===== src/rtl/wrr_sched_if.sv =====
// Request/grant bundle between one wrr_sched instance and its output-port logic.
// The master side is the scheduler; the slave side is the requesting and consuming logic.
interface wrr_sched_if #(
    parameter int unsigned PORT_NUB = 8,
    parameter int unsigned WEIGHT_W = 3
);
    localparam int unsigned PTR_W = $clog2(PORT_NUB);

    logic [PORT_NUB-1:0]          req_in;
    logic [PORT_NUB*WEIGHT_W-1:0] weight_in;
    logic                         weight_load;
    logic                         grant_valid;
    logic                         grant_ready;
    logic [PTR_W-1:0]             grant_port;
    logic [PORT_NUB-1:0]          grant_onehot;
    logic                         eop_in;
    logic                         busy;
    logic                         round_done;

    modport master (
        input  req_in, weight_in, weight_load, grant_ready, eop_in,
        output grant_valid, grant_port, grant_onehot, busy, round_done
    );

    modport slave (
        output req_in, weight_in, weight_load, grant_ready, eop_in,
        input  grant_valid, grant_port, grant_onehot, busy, round_done
    );
endinterface


===== src/rtl/wrr_sched.sv =====
// Weighted-round-robin grant scheduler for one output port. It uses per-port credits and a
// rotating start pointer, and can hold the grant until end of packet.
module wrr_sched #(
    parameter int unsigned PORT_NUB = 8,
    parameter int unsigned WEIGHT_W = 3,
    parameter int unsigned SELF_NUB = 0,
    parameter int unsigned PKT_MODE = 1
) (
    input  logic        clk,
    input  logic        rst,
    wrr_sched_if.master bus
);
    localparam int unsigned      PTR_W     = $clog2(PORT_NUB);
    localparam logic [PTR_W-1:0] LAST_PORT = PTR_W'(PORT_NUB - 1);

    typedef enum logic [1:0] {
        S_IDLE  = 2'd0,
        S_GRANT = 2'd1,
        S_HOLD  = 2'd2
    } state_t;

    state_t r_state;
    state_t w_state_nxt;

    logic [WEIGHT_W-1:0] r_shadow [PORT_NUB];
    logic [WEIGHT_W-1:0] r_credit [PORT_NUB];
    logic [WEIGHT_W-1:0] w_weight [PORT_NUB];

    logic [PTR_W-1:0]    r_ptr;
    logic [PTR_W-1:0]    r_grant_port;
    logic [PTR_W-1:0]    w_port_nxt;
    logic [PTR_W-1:0]    w_sel;
    logic [PTR_W-1:0]    w_ptr_inc;
    logic [PORT_NUB-1:0] r_grant_onehot;
    logic [PORT_NUB-1:0] w_onehot_nxt;
    logic [PORT_NUB-1:0] w_elig;
    logic [PORT_NUB-1:0] w_other_req;
    logic [WEIGHT_W-1:0] w_cred_g;
    logic [WEIGHT_W-1:0] w_cred_dec;
    logic                r_grant_valid;
    logic                w_valid_nxt;
    logic                r_busy;
    logic                w_busy_nxt;
    logic                r_round_done;
    logic                w_reload;
    logic                w_hs;
    logic                w_sel_found;
    int unsigned         w_scan;

    // Per-port weight unpack with the self slot forced to zero, plus eligibility.
    always_comb begin
        for (int unsigned i = 0; i < PORT_NUB; i++) begin
            w_weight[i]    = (i == SELF_NUB) ? '0 : bus.weight_in[i*WEIGHT_W +: WEIGHT_W];
            w_other_req[i] = bus.req_in[i] & (i != SELF_NUB);
            w_elig[i]      = w_other_req[i] & (r_credit[i] != '0);
        end
    end

    // The first eligible port at or above the pointer wins. The scan wraps modulo PORT_NUB.
    always_comb begin
        w_sel       = '0;
        w_sel_found = 1'b0;
        w_scan      = 0;
        for (int unsigned k = 0; k < PORT_NUB; k++) begin
            w_scan = 32'(r_ptr) + k;
            if (w_scan >= PORT_NUB) w_scan = w_scan - PORT_NUB;
            if (!w_sel_found && w_elig[PTR_W'(w_scan)]) begin
                w_sel_found = 1'b1;
                w_sel       = PTR_W'(w_scan);
            end
        end
    end

    assign w_cred_g   = r_credit[r_grant_port];
    assign w_cred_dec = (w_cred_g != '0) ? w_cred_g - WEIGHT_W'(1) : '0;
    assign w_ptr_inc  = (r_grant_port == LAST_PORT) ? '0 : r_grant_port + PTR_W'(1);

    always_ff @(posedge clk or posedge rst) begin
        if (rst) r_state <= S_IDLE;
        else     r_state <= w_state_nxt;
    end

    always_comb begin
        w_state_nxt = r_state;
        case (r_state)
            S_IDLE:  if (w_sel_found) w_state_nxt = S_GRANT;
            S_GRANT: begin
                if (bus.grant_ready)
                    w_state_nxt = ((PKT_MODE != 0) && !bus.eop_in) ? S_HOLD : S_IDLE;
            end
            S_HOLD:  if (bus.eop_in) w_state_nxt = S_IDLE;
            default: w_state_nxt = S_IDLE;
        endcase
    end

    // Next values for the registered outputs, plus the reload and handshake strobes.
    always_comb begin
        w_valid_nxt  = r_grant_valid;
        w_port_nxt   = r_grant_port;
        w_busy_nxt   = 1'b0;
        w_reload     = 1'b0;
        w_hs         = 1'b0;
        w_onehot_nxt = '0;
        case (r_state)
            S_IDLE: begin
                if (w_sel_found) begin
                    w_valid_nxt = 1'b1;
                    w_port_nxt  = w_sel;
                end else if (w_other_req != '0) begin
                    w_reload = 1'b1;
                end
            end
            S_GRANT: begin
                if (bus.grant_ready) begin
                    w_hs        = 1'b1;
                    w_valid_nxt = 1'b0;
                    w_busy_nxt  = (PKT_MODE != 0) && !bus.eop_in;
                end
            end
            S_HOLD:  w_busy_nxt = !bus.eop_in;
            default: w_valid_nxt = 1'b0;
        endcase
        for (int unsigned i = 0; i < PORT_NUB; i++)
            w_onehot_nxt[i] = w_valid_nxt && (w_port_nxt == PTR_W'(i));
    end

    // Outputs, pointer, credits and shadow weights.
    always_ff @(posedge clk or posedge rst) begin
        if (rst) begin
            r_grant_valid  <= 1'b0;
            r_grant_port   <= '0;
            r_grant_onehot <= '0;
            r_busy         <= 1'b0;
            r_round_done   <= 1'b0;
            r_ptr          <= '0;
            for (int unsigned i = 0; i < PORT_NUB; i++) begin
                r_shadow[i] <= (i == SELF_NUB) ? '0 : WEIGHT_W'(1);
                r_credit[i] <= (i == SELF_NUB) ? '0 : WEIGHT_W'(1);
            end
        end else begin
            r_grant_valid  <= w_valid_nxt;
            r_grant_port   <= w_port_nxt;
            r_grant_onehot <= w_onehot_nxt;
            r_busy         <= w_busy_nxt;
            r_round_done   <= w_reload;
            // A port keeps the pointer while it still has credit, so it is served weight times in a row.
            if (w_hs) r_ptr <= (w_cred_dec != '0) ? r_grant_port : w_ptr_inc;
            for (int unsigned i = 0; i < PORT_NUB; i++) begin
                if (bus.weight_load) r_shadow[i] <= w_weight[i];
                if (w_reload)
                    r_credit[i] <= bus.weight_load ? w_weight[i] : r_shadow[i];
                else if (w_hs && (r_grant_port == PTR_W'(i)))
                    r_credit[i] <= w_cred_dec;
            end
        end
    end

    assign bus.grant_valid  = r_grant_valid;
    assign bus.grant_port   = r_grant_port;
    assign bus.grant_onehot = r_grant_onehot;
    assign bus.busy         = r_busy;
    assign bus.round_done   = r_round_done;
endmodule

===== src/flat_wrapper.sv =====
// flat-port wrapper written by rule: the top's interface ports become plain ports
module wrr_sched_flat 
#(
    parameter int unsigned PORT_NUB = 8,
    parameter int unsigned WEIGHT_W = 3,
    parameter int unsigned SELF_NUB = 0,
    parameter int unsigned PKT_MODE = 1
)
  (clk, rst, bus_req_in, bus_weight_in, bus_weight_load, bus_grant_ready, bus_eop_in, bus_grant_valid, bus_grant_port, bus_grant_onehot, bus_busy, bus_round_done);
  wrr_sched_if #(.PORT_NUB(PORT_NUB), .WEIGHT_W(WEIGHT_W)) bus_i ();
  input  logic clk;
  input  logic rst;
  input wire logic [$bits(bus_i.req_in)-1:0] bus_req_in;
  input wire logic [$bits(bus_i.weight_in)-1:0] bus_weight_in;
  input wire logic [$bits(bus_i.weight_load)-1:0] bus_weight_load;
  input wire logic [$bits(bus_i.grant_ready)-1:0] bus_grant_ready;
  input wire logic [$bits(bus_i.eop_in)-1:0] bus_eop_in;
  output wire logic [$bits(bus_i.grant_valid)-1:0] bus_grant_valid;
  output wire logic [$bits(bus_i.grant_port)-1:0] bus_grant_port;
  output wire logic [$bits(bus_i.grant_onehot)-1:0] bus_grant_onehot;
  output wire logic [$bits(bus_i.busy)-1:0] bus_busy;
  output wire logic [$bits(bus_i.round_done)-1:0] bus_round_done;
  assign bus_i.req_in = bus_req_in;
  assign bus_i.weight_in = bus_weight_in;
  assign bus_i.weight_load = bus_weight_load;
  assign bus_i.grant_ready = bus_grant_ready;
  assign bus_i.eop_in = bus_eop_in;
  assign bus_grant_valid = bus_i.grant_valid;
  assign bus_grant_port = bus_i.grant_port;
  assign bus_grant_onehot = bus_i.grant_onehot;
  assign bus_busy = bus_i.busy;
  assign bus_round_done = bus_i.round_done;
  wrr_sched #(.PORT_NUB(PORT_NUB), .WEIGHT_W(WEIGHT_W), .SELF_NUB(SELF_NUB), .PKT_MODE(PKT_MODE)) u_core (.clk(clk), .rst(rst), .bus(bus_i));
endmodule

===== config.mk =====
export PLATFORM = sky130hd
export DESIGN_NAME = wrr_sched_flat
export DESIGN_NICKNAME = d
export VERILOG_FILES = /design/src/rtl/wrr_sched_if.sv /design/src/rtl/wrr_sched.sv /design/src/flat_wrapper.sv
export SDC_FILE = /design/constraint.sdc
export NUM_CORES = 1
export LEC_CHECK = 0
export ABC_CLOCK_PERIOD_IN_PS = 4200
export CAP_MARGIN = 10
export CORE_MARGIN = 2
export CORE_UTILIZATION = 45
export DETAILED_ROUTE_END_ITERATION = 7
export GPL_TIMING_DRIVEN = 0
export PLACE_DENSITY_LB_ADDON = 0.1
export SETUP_SLACK_MARGIN = 0.3
export SYNTH_ARGS = -nofsm -noshare
export SYNTH_HDL_FRONTEND = slang
export SYNTH_SLANG_ARGS = --single-unit

===== constraint.sdc =====
create_clock -name clk -period 4.2 [get_ports clk]
set_clock_uncertainty 0.1 [all_clocks]
set_input_delay 0.42 -clock clk [delete_from_list [all_inputs] [get_ports clk]]
set_output_delay 0.42 -clock clk [all_outputs]
set_load 0.005 [all_outputs]

Word level (Yosys, flattened, before mapping) --
Index checks and enable logic that the tools add are counted.
Operators by class: $add $sub $neg 17, multipliers 0, divide/modulo/power cells 0, order comparisons 17, equality and inequality tests 19, shift-type cells 0, mux-type cells 87, bitwise gates (word level) 8, reduce and logical (&&, ||, !) cells 53
Operators with widths (number):
- 3-bit two-way mux | 47
- 4-bit >= comparator (second input constant) | 8
- 3-bit by 4-bit < comparator with 1-bit output (second input constant) | 8
- 3-bit nonzero test | 9
- 3-bit by 1-bit subtractor with 3-bit output (second input constant) | 9
- 1-bit binary-select mux with 3-bit select | 8
- 3-bit equality test (second input constant) | 8
- 1-bit two-way mux | 24
- 1-bit logical AND | 23
- 3-bit by 3-bit adder with 4-bit output (second input constant) | 4
- 2-bit nonzero test | 8
- 3-bit by 2-bit equality test with 1-bit output (second input constant) | 4
- 3-bit binary-select mux with 3-bit select | 1
- 3-bit by 2-bit adder with 4-bit output (second input constant) | 2
- 1-bit logical NOT | 8
- 2-bit two-way mux | 4
- 8-bit nonzero test | 1
- 1-bit bitwise AND | 7
- 3-bit by 1-bit equality test with 1-bit output (second input constant) | 2
- 3-bit logical NOT | 2
- 2-bit case mux with 3 select lines | 1
- 3-bit by 1-bit adder with 4-bit output (second input constant) | 1
- 3-bit by 4-bit >= comparator with 1-bit output (second input constant) | 1
- 2-bit != test (second input constant) | 2
- 9 further kinds | 9
Word-level totals: flip-flop bits (word level) 67, bits in latches 0, bits in writable memories 0, bits in read-only memories 0, input bits 37, output and inout port bits 14, word-level logic and storage cells 224, memories kept 0

Depth between registers and ports, before layout --
depth after elaboration 30, depth in mapped cells 14, mapped depth without buffers 12

Least setup slack after synthesis --
No wires, ideal clock.
kind register -> register, from register u_core.r_ptr[0], to register u_core.r_credit[10] in the netlist's numbering, data arrival time 3284 ps, required time 3975 ps, path slack 691 ps, stages on the path, launching flop included 14, path buffers 3, path through dfrtp_1 -> buf_2 -> inv_2 -> ha_1 -> buf_2 -> mux4_2 -> nor2b_1 -> or4b_4 -> a211o_1 -> nor3_2 -> and2_4 -> o41ai_4 -> buf_6 -> mux2_4
On the way: word-level cells in the longest chain between the ends 29, elaborated cells on any way between the ends 73
RTL lines:
- start: declaration | RTL line wrr_sched.sv:29 | logic [PTR_W-1:0] r_ptr;
- start signal: assignment | RTL line wrr_sched.sv:147 | if (w_hs) r_ptr <= (w_cred_dec != '0) ? r_grant_port : w_ptr_inc;
- branches (longest 25 deep; another with 3-bit by 1-bit adder with 4-bit output)
- 1-bit two-way mux * | RTL line wrr_sched.sv:67 | if (!w_sel_found && w_elig[PTR_W'(w_scan)]) begin
- 1-bit two-way mux * | RTL line wrr_sched.sv:106 | if (w_sel_found) begin
- 1-bit two-way mux * | RTL line wrr_sched.sv:104 | case (r_state)
- 3-bit two-way mux or 2-bit nonzero test (tied branches)
- end signal: indexed assignment | RTL line wrr_sched.sv:138 | r_credit[i] <= (i == SELF_NUB) ? '0 : WEIGHT_W'(1);
- end signal: indexed assignment | RTL line wrr_sched.sv:151 | r_credit[i] <= bus.weight_load ? w_weight[i] : r_shadow[i];
- end signal: indexed assignment | RTL line wrr_sched.sv:153 | r_credit[i] <= w_cred_dec;
- end: declaration | RTL line wrr_sched.sv:26 | logic [WEIGHT_W-1:0] r_credit [PORT_NUB];
Mark *: on every way between the ends. The select of a mux whose other input is x is not followed. A chain may end at the register's enable or synchronous reset.

Final worst setup path --
from register u_core.r_ptr[0], to register u_core.r_credit[23] in the netlist's numbering
The elaborated chain is that of the path after synthesis.

==> impl_metrics.tcl <==
set metrics [dict create \
    route.detailed.drc 0 \
    ys.warnings.count 0 \
    fin_crit_ns 3.76 \
    die_w_um 103 \
    ys_ff_latch 67 \
    io_pins 51 \
    grt_overflow 0 \
    drt-initial-drc-count 235 \
    n_antenna_cell 0 \
    ir_drop_v 0.000285 \
    syn-instance-count 393 \
    numCtsBuffers 9 \
    startpoint "u_core.r_ptr[0]$_DFFE_PP0P_" \
    fmax_mhz 266 \
    synth_ff_type "dfrtp_1" \
    fin_crit_sh 0.896 \
    fin_cells 592 \
    switchingPower_mw 2.08 \
    p_per_area_nw_per_um2 861 \
    cts_sinks 67 \
    hold_violations 0 \
    tns_ns 0 \
    wirelength_mm 10.9 \
    finish.utilization 0.549 \
    use_met1 0.289 \
    firstDrtPassIters 5 \
    track_usage 0.215 \
    grt_max_degree 42 \
    globalplace.congestion 0.939 \
    maxSlewViolCount 0 \
    synth_edf_count 0 \
    arrival_ns 3.91 \
    antenna_found_initial 0 \
    grt_pass1_wl_mm 17.3 \
    io_buffers 45 \
    startpoint_type "flip-flop" \
    ant_nets 0 \
    syn_to_final_growth_pct 20.5 \
    syn-num-nets 445 \
    hold_class "in -> async" \
    internal-power_mw 2.47 \
    rows 36 \
    critPathKind "reg -> reg" \
    r2r-start "u_core.r_ptr[0]$_DFFE_PP0P_" \
    yosysTopAreaCell "dfrtp_1" \
    post-place-cells 572 \
    final_common_cell "dfrtp_1" \
    worstPathRequired_ns 4.34 \
    end_kind "flip-flop" \
    max-cap-violations 0 \
    root_buffer "clkbuf_8" \
    layout_common_cells "dfrtp_1 (53), mux2_2 (45), clkdlybuf4s50_1 (45), nand2_1 (32), nor2_1 (22)" \
    syn_area_um2 4390 \
    tightest_slew_ns 0.660 \
    setup_viol 0 \
    clkLatencyLatePin_ns 0.35 \
    power_frac_seq 0.230 \
    avgViaCountPerCell 5.77 \
    p_leak_nw 2.28 \
    switching_share 0.457 \
    grt_pass1_vias 3314 \
    met2_usage 0.350 \
    tritoncts "yes" \
    rsz0062_at_grt "no" \
    vias 3418 \
    wire_per_inst_um 18.4 \
    synth_top_area_frac 0.302 \
    area.sequential_um2 1690 \
    dp_hpwl_mm 8.07 \
    grt-busiest-layer "met2" \
    met3_usage 0.0414 \
    yosys-top-cells-area "dfrtp_1 (30%), mux2_2 (12%), dfstp_2 (8.4%)" \
    pwr-share-comb 0.650 \
    cts_max_level 3 \
    outcome "complete, no violations" \
    drive_above_1_share 0.298 \
    die_area_um2 10600 \
    ys_types 65 \
    power_frac_clock 0.119 \
    die_h_um 103 \
    seq_area_frac_synth 0.386 \
    start_util 0.455 \
    clk_path_buf_depth 2 \
    multi_input_area_um2 2570 \
    async_reset_ff_frac 1.00 \
    slew_headroom 0.560 \
    critPathMaxFanout 10 \
    final_nets 506 \
    avgSynthCellArea_um2 11.2 \
    nFillCells 886 \
    clk_pin_slew_worst_paths_ns 0.08 \
    fp.coreArea_um2 9640 \
]
==> layer usage <==
| layer | vias up | part of all wire |
|---|---|---|
| li1 | 1598 | - |
| met1 | 1638 | 0.44 |
| met2 | 157 | 0.48 |
| met3 | 25 | 0.054 |
| met4 | 0 | 0.023 |
| met5 | - | 0 |
==> Yosys cell counts (all sizes together) (2+ instances only) <==
library cell   n
a2111o         2
a2111oi        2
a211oi         5
a21o           2
a21oi         10
a221oi         2
a22oi          2
a2bb2oi        2
and2           3
buf            4
clkbuf        13
dfrtp         53
dfstp         14
ha            15
inv           18
mux2          65
mux2i          6
mux4          10
nand2         32
nand2b         4
nand3          6
nor2          22
nor2b          6
nor3          12
nor3b          4
o211ai         2
o21a           5
o21ai         11
o22a           2
o22ai          3
o311ai         4
o31a           7
o31ai         14
or2            5
or3            3
xnor2          2
xor2           2
==> area by class of cell <==
| class | count | share of cell area |
|---|---|---|
| Sequential cell | 67 | 0.320 |
| Clock inverter | 7 | 0.0144 |
| Clock buffer | 9 | 0.0234 |
| Tap cell | 133 | 0.0315 |
| Inverter | 18 | 0.0132 |
| Multi-Input combinational cell | 291 | 0.486 |
| Buffer | 17 | 0.0163 |
| Timing Repair Buffer | 50 | 0.0946 |
==> kinds of logic after synthesis <==
kind of cell,Yosys count,synth area share
adders and majority gates,15,0.0428
xor gates and xnor gates,4,0.00799
and+or+nand+nor,105,0.126
DFF,67,0.386
muxes,81,0.249
buffers and inverters,35,0.0339
AOI/OAI and AO/OA,86,0.154
==> per-stage QoR <==
step | hold slack [ns] | cell area [µm²] | power, mW | setup slack, ns
2_1_floorplan | 0.369 | 4390 | 3.18 | 0.691
3_3_place_gp | 0.386 | 5000 | 3.82 | 0.314
3_5_place_dp | 0.387 | 5020 | 3.89 | 0.340
4_1_cts | 0.363 | 5230 | 4.46 | 0.315
5_1_grt | 0.410 | 5290 | 4.90 | 0.287
6_report | 0.352 | 5290 | 4.56 | 0.439
==> what timing repair did <==
item                                    CTS  global route
setup buffers                             0             3
endpoints found under the setup margin    0            32
hold buffers                              0             0
resized for setup                         0            10
==> worst paths after layout <==
check	to	slack (ns)	cells past startpoint
worst max-delay path	u_core.r_credit[23]$_DFFE_PP0P_	0.44	13
worst min-delay path	u_core.bus.grant_onehot[5]$_DFF_PP0_	0.35	2
worst max register to register	u_core.r_credit[23]$_DFFE_PP0P_	0.44	13
worst min register to register	u_core.r_shadow[10]$_DFF_PP0_	0.40	1
max in group asynchronous	u_core.r_credit[0]$_DFFE_PP1P_	2.97	3
min in group clk	u_core.r_shadow[10]$_DFF_PP0_	0.40	1
==> flip-flops by register name (all words and copies together) (netlist names) <==
register / flops
u_core.r_state: 2
u_core.bus.grant_port: 3
u_core.r_credit: 24
u_core.bus.busy: 1
u_core.bus.grant_valid: 1
u_core.r_shadow: 24
u_core.bus.round_done: 1
u_core.r_ptr: 3
u_core.bus.grant_onehot: 8
==> power groups by stage <==
stage	clock, mW	sequential [mW]	combinational (mW)
2_1_floorplan	0	0.988	2.20
3_3_place_gp	0	1.05	2.77
3_5_place_dp	0	1.06	2.83
4_1_cts	0.562	1.05	2.85
5_1_grt	0.585	1.07	3.25
6_report	0.543	1.05	2.96
==> critical path, stage by stage, from the launching register on <==
cell,delay [ns]
dfrtp_1,0.38
clkbuf_4,0.19
inv_4,0.12
ha_1,0.24
clkbuf_4,0.17
mux4_2,0.42
nor2b_1,0.06
or4b_4,0.52
a211o_4,0.40
nor3_4,0.18
and2_4,0.21
o41ai_4,0.14
buf_4,0.22
mux2_4,0.29
Power figures use the tool's default switching activity.
